===== src/rtl/ram_ctrl.sv =====
// ram_ctrl: bridges a single-beat MEM-stage request onto an asynchronous
// SRAM with a split data bus. One access at a time; all SRAM strobes and
// the completion pulse are registered so they change only on clock edges
// (or immediately on reset).
//
// Handshake: the MEM stage raises mem_ce_i together with we/addr/sel/data.
// The request is captured on the first rising edge seen in IDLE; later
// changes to any request input are ignored until the controller is back in
// IDLE. Completion is a single-cycle mem_ready_o pulse, with mem_data_o
// already valid for reads in that cycle. After the pulse the controller
// waits in RELEASE until mem_ce_i is seen low, so a request left asserted
// can never start a second access.
module ram_ctrl #(
  parameter int READ_WAIT = 2,  // read strobe cycles before capture, 1..15
  parameter int WE_PULSE  = 1   // write-enable low cycles, 1..15
) (
  input  logic        clk,
  input  logic        rst,          // asynchronous, active-low
  input  logic        mem_ce_i,
  input  logic        mem_we_i,
  input  logic [31:0] mem_addr_i,
  input  logic [3:0]  mem_sel_i,
  input  logic [31:0] mem_data_i,
  output logic [31:0] mem_data_o,
  output logic        mem_ready_o,
  output logic [19:0] sram_addr_o,
  output logic [31:0] sram_dq_o,
  input  logic [31:0] sram_dq_i,
  output logic        sram_dq_oe_o,
  output logic        sram_ce_n_o,
  output logic        sram_oe_n_o,
  output logic        sram_we_n_o,
  output logic [3:0]  sram_be_n_o,
  output logic [2:0]  dbg_state_o   // current FSM state, for observation
);

  typedef enum logic [2:0] {
    IDLE    = 3'd0,
    READ    = 3'd1,
    W_SETUP = 3'd2,
    W_PULSE = 3'd3,
    W_HOLD  = 3'd4,
    DONE    = 3'd5,
    RELEASE = 3'd6
  } state_t;

  // Counter reload values: the counter runs down to zero, and the state
  // leaves on the edge where it reads zero.
  localparam logic [3:0] RD_LAST = 4'(READ_WAIT - 1);
  localparam logic [3:0] WE_LAST = 4'(WE_PULSE - 1);

  state_t      r_state;
  logic [3:0]  r_cnt;
  logic [3:0]  r_sel;
  logic [19:0] r_addr;
  logic [31:0] r_wdata;
  logic [31:0] r_rdata;
  logic        r_ready;
  logic        r_ce_n;
  logic        r_oe_n;
  logic        r_we_n;
  logic        r_dq_oe;
  logic [3:0]  r_be_n;

  logic [31:0] w_lane_mask;
  logic        w_unused;

  // Byte-lane mask used to zero unselected lanes of captured read data.
  assign w_lane_mask = {{8{r_sel[3]}}, {8{r_sel[2]}},
                        {8{r_sel[1]}}, {8{r_sel[0]}}};

  // Only address bits [21:2] select a word; the rest are don't-care.
  assign w_unused = ^{mem_addr_i[31:22], mem_addr_i[1:0]};

  // FSM, request latch, counter and all registered outputs. Every branch
  // drives the strobe values for the state being entered, so outputs line
  // up exactly with the state they belong to.
  always_ff @(posedge clk or negedge rst) begin
    if (!rst) begin
      r_state <= IDLE;
      r_cnt   <= 4'd0;
      r_sel   <= 4'd0;
      r_addr  <= 20'd0;
      r_wdata <= 32'd0;
      r_rdata <= 32'd0;
      r_ready <= 1'b0;
      r_ce_n  <= 1'b1;
      r_oe_n  <= 1'b1;
      r_we_n  <= 1'b1;
      r_dq_oe <= 1'b0;
      r_be_n  <= 4'hF;
    end else begin
      // Idle values; states that need a strobe override them below.
      r_ready <= 1'b0;
      r_ce_n  <= 1'b1;
      r_oe_n  <= 1'b1;
      r_we_n  <= 1'b1;
      r_dq_oe <= 1'b0;
      r_be_n  <= 4'hF;

      case (r_state)
        IDLE: begin
          if (mem_ce_i) begin
            r_addr  <= mem_addr_i[21:2];
            r_sel   <= mem_sel_i;
            r_wdata <= mem_data_i;
            if (mem_sel_i == 4'd0) begin
              // Nothing to transfer: complete without touching the SRAM.
              r_state <= DONE;
              r_ready <= 1'b1;
              if (!mem_we_i) begin
                r_rdata <= 32'd0;
              end
            end else if (!mem_we_i) begin
              r_state <= READ;
              r_cnt   <= RD_LAST;
              r_ce_n  <= 1'b0;
              r_oe_n  <= 1'b0;
              r_be_n  <= ~mem_sel_i;
            end else begin
              r_state <= W_SETUP;
              r_ce_n  <= 1'b0;
              r_dq_oe <= 1'b1;
              r_be_n  <= ~mem_sel_i;
            end
          end
        end

        READ: begin
          if (r_cnt == 4'd0) begin
            r_rdata <= sram_dq_i & w_lane_mask;
            r_state <= DONE;
            r_ready <= 1'b1;
          end else begin
            r_cnt  <= r_cnt - 4'd1;
            r_ce_n <= 1'b0;
            r_oe_n <= 1'b0;
            r_be_n <= ~r_sel;
          end
        end

        W_SETUP: begin
          r_state <= W_PULSE;
          r_cnt   <= WE_LAST;
          r_ce_n  <= 1'b0;
          r_we_n  <= 1'b0;
          r_dq_oe <= 1'b1;
          r_be_n  <= ~r_sel;
        end

        W_PULSE: begin
          r_ce_n  <= 1'b0;
          r_dq_oe <= 1'b1;
          r_be_n  <= ~r_sel;
          if (r_cnt == 4'd0) begin
            // Raise we_n while data is still driven: one cycle of hold.
            r_state <= W_HOLD;
          end else begin
            r_cnt  <= r_cnt - 4'd1;
            r_we_n <= 1'b0;
          end
        end

        W_HOLD: begin
          r_state <= DONE;
          r_ready <= 1'b1;
        end

        DONE: begin
          r_state <= RELEASE;
        end

        RELEASE: begin
          // Wait for the requester to drop its request before re-arming.
          if (!mem_ce_i) begin
            r_state <= IDLE;
          end
        end

        default: begin
          r_state <= IDLE;
        end
      endcase
    end
  end

  assign mem_data_o   = r_rdata;
  assign mem_ready_o  = r_ready;
  assign sram_addr_o  = r_addr;
  assign sram_dq_o    = r_wdata;
  assign sram_dq_oe_o = r_dq_oe;
  assign sram_ce_n_o  = r_ce_n;
  assign sram_oe_n_o  = r_oe_n;
  assign sram_we_n_o  = r_we_n;
  assign sram_be_n_o  = r_be_n;
  assign dbg_state_o  = r_state;

endmodule


===== config.mk =====
export PLATFORM = sky130hd
export DESIGN_NAME = ram_ctrl
export DESIGN_NICKNAME = d
export VERILOG_FILES = /design/src/rtl/ram_ctrl.sv
export SDC_FILE = /design/constraint.sdc
export NUM_CORES = 1
export LEC_CHECK = 0
export CAP_MARGIN = 10
export CORE_AREA = 2 2 104 106
export DETAILED_ROUTE_END_ITERATION = 7
export DIE_AREA = 0 0 106 108
export PLACE_DENSITY = 0.87
export RECOVER_POWER = 100
export SYNTH_ARGS = -nofsm -noshare
export SYNTH_HDL_FRONTEND = slang
export SYNTH_SLANG_ARGS = --single-unit

===== constraint.sdc =====
create_clock -name clk -period 2.7 [get_ports clk]
set_clock_uncertainty 0.2 [all_clocks]
set_input_delay 0.27 -clock clk [delete_from_list [all_inputs] [get_ports clk]]
set_output_delay 0.27 -clock clk [all_outputs]
set_load 0.02 [all_outputs]

==> impl_metrics.json <==
{
  "hp-start": "sram_dq_i[16]",
  "setup_slack_ns": 0.3920,
  "yosysWarnings": 0,
  "fmax_ghz": 0.4333,
  "fin_area_um2": 6337,
  "ys_seq_area_share_pct": 62.80,
  "boundaryPins": 200,
  "chipWidth_um": 106,
  "synth_cell_type_count": 40,
  "cts.clk_slew.worst_paths_ns": 0.10,
  "crit_fanout": 52,
  "syn_area_per_cell_um2": 14.69,
  "netlist_area_um2": 4158,
  "postSynthNetCount": 389,
  "fin_nets": 579,
  "rows": 37,
  "ir_drop_uv": 595.2,
  "hp-class": "in2reg",
  "startpoint": "dbg_state_o[0]",
  "cp-start-kind": "flop",
  "dp_hpwl_um": 7728,
  "slew_violations": 0,
  "place_congestion": 0.8163,
  "totalNegativeSetupSlack_ns": 0,
  "io_buffers": 187,
  "die_height_um": 108,
  "ctsResizeCount": 0,
  "grt_pass1_wl_um": 16850,
  "grt_pass1_vias": 3323,
  "ctsRootBufferMaster": "clkbuf_8",
  "route.detailed.drc": 0,
  "hold_slack_ns": 0.2747,
  "power_density_nw_per_um2": 1195,
  "num_antenna_cells": 0,
  "dr.pass1.iters": 4,
  "drive_gt1_share_pct": 20.92,
  "dpl_worst_slack_ns": 0.2092,
  "detail_route.iter0.violations": 189,
  "slew_headroom_pct": 30.93,
  "track_usage_pct": 18.74,
  "ys_ff_latch": 104,
  "max-cap-violations": 0,
  "hold_end": "mem_data_o[16]",
  "outcome": "finished, final reports clean",
  "core_um2": 10230,
  "cts.htree.levels": 3,
  "clock_latency_ns": 0.36,
  "cp-end-kind": "flop",
  "cp.required_ns": 2.75,
  "worst_ep_arrival_time_ns": 2.35,
  "setup-violations-final": 0,
  "finalHoldViolCount": 0,
  "wirelength_um": 10590,
  "r2r_cells": 3,
  "wl_per_cell_um": 17.25,
  "rsz0062_at_grt": "false",
  "postRouteAntennaNets": 0,
  "die-area_um2": 11450,
  "vias": 3134,
  "timing.final.crit_period_ns": 2.308,
  "reg2reg_to": "sram_addr_o[10]",
  "r2r_slack_ns": 0.39,
  "cts_tree": "built",
  "tightest_slew_ns": 1.036,
  "place_area_um2": 6153,
  "cts_setup_buffers": 0,
  "p_leak_nw": 2.788,
  "area_growth_pct": 52.42,
  "syn-instance-count": 283,
  "antenna_found_initial": 0,
  "vias_per_cell": 5.104,
  "mostFrequentLayoutCells": "dfrtp_1 (97), dlygate4sd3_1 (97), clkdlybuf4s50_1 (90)",
  "grt-ovfl-total": 0,
  "postCtsHoldBufs": 1,
  "holdPathStages": 3,
  "cts-buffers-inserted": 9,
  "cts.sinks": 104,
  "critPathKind": "reg2reg",
  "grt_max_degree": 53,
  "cts_buffer_depth": 2,
  "fin_util_pct": 61.94,
  "r2r-start": "dbg_state_o[0]",
  "start_util_pct": 40.64,
  "min_period_over_period_pct": 85.48
}
==> per-layer routing <==
layer  wire [µm]  part of all wire (%)  up-vias  track usage (%)
li1            -                     -     1419                -
met1        4203                    40     1563            23.01
met2        5397                    51      136            31.98
met3         788                   7.4       16            4.822
met4         204                   1.9        0            7.237
met5           0                     0        -                0
==> synthesized netlist by cell type (all sizes together) <==
master / n / area [µm²]
mux2: 60 / 675.7
nor2b: 1 / 6.260
o221ai: 2 / 17.52
o2111a: 1 / 11.26
or4: 1 / 11.26
clkbuf: 5 / 38.79
nand2: 13 / 48.80
or3: 3 / 18.77
o21a: 2 / 15.01
buf: 12 / 95.09
a2bb2oi: 1 / 8.760
o31ai: 2 / 15.01
o2bb2ai: 1 / 8.760
nor4bb: 1 / 10.01
and3: 3 / 20.02
nor4: 2 / 12.51
a2111oi: 1 / 8.760
nand2b: 3 / 18.77
nor3b: 3 / 33.78
a21oi: 3 / 15.01
ha: 2 / 25.02
a22o: 34 / 305.3
o32a: 1 / 10.01
dfstp: 7 / 183.9
nand3: 3 / 15.01
nor2: 4 / 15.01
a21o: 1 / 7.510
nand4bb: 1 / 11.26
and2b: 1 / 8.760
o21ai: 7 / 38.79
nor3: 1 / 5.000
dfrtp: 97 / 2427
inv: 4 / 15.01
==> cells by family (layout without fill, tap and decap cells) <==
group / count (synthesis) / count (layout) / share of synthesized area (%)
compound gates: 56 / 56 / 11.10
simple gates: 40 / 40 / 5.657
fa+ha+maj: 2 / 2 / 0.6018
flops: 104 / 104 / 62.80
buf+inv: 21 / 216 / 3.581
mux: 60 / 60 / 16.25
==> area by class of cell <==
cell class | count | area [µm²]
Clock inverter | 7 | 93.84
Multi-Input combinational cell | 158 | 1393
Fill cell | 795 | 3894
Timing Repair Buffer | 196 | 1931
Sequential cell | 104 | 2611
Inverter | 4 | 15.01
Clock buffer | 9 | 123.9
Tap cell | 136 | 170.2
==> per-stage QoR <==
step           power (mW)  std cells
5_1_grt             8.010        614
6_report            7.570        614
3_3_place_gp        6.744        597
4_1_cts             7.970        614
2_1_floorplan       4.962        283
3_5_place_dp        6.874        597
==> flip-flops by register name, summed over array words and instances (netlist names) <==
name / count
sram_dq_o: 32
sram_we_n_o: 1
r_cnt: 4
sram_addr_o: 20
dbg_state_o: 3
r_sel: 4
sram_ce_n_o: 1
sram_oe_n_o: 1
sram_be_n_o: 4
mem_ready_o: 1
sram_dq_oe_o: 1
mem_data_o: 32
==> worst max-delay path by stage <==
stage	end
after detailed placement	mem_data_o[0]
after global placement	mem_data_o[0]
after global routing	sram_addr_o[10]
final	sram_addr_o[10]
after floorplan	r_sel[3]
after CTS	dbg_state_o[0]
==> worst max-delay path: stages, from the launching register on <==
cell	delay, ns
dfrtp_1	0.58
nor3_1	0.31
clkbuf_4	0.64
mux2_2	0.42
==> where the power goes <==
part	internal (mW)	switching, mW	total [mW]
clock network	0.522	0.538	1.06
registers	2.35	0.425	2.78
logic	1.87	1.87	3.73
Power figures use the tool's default switching activity.
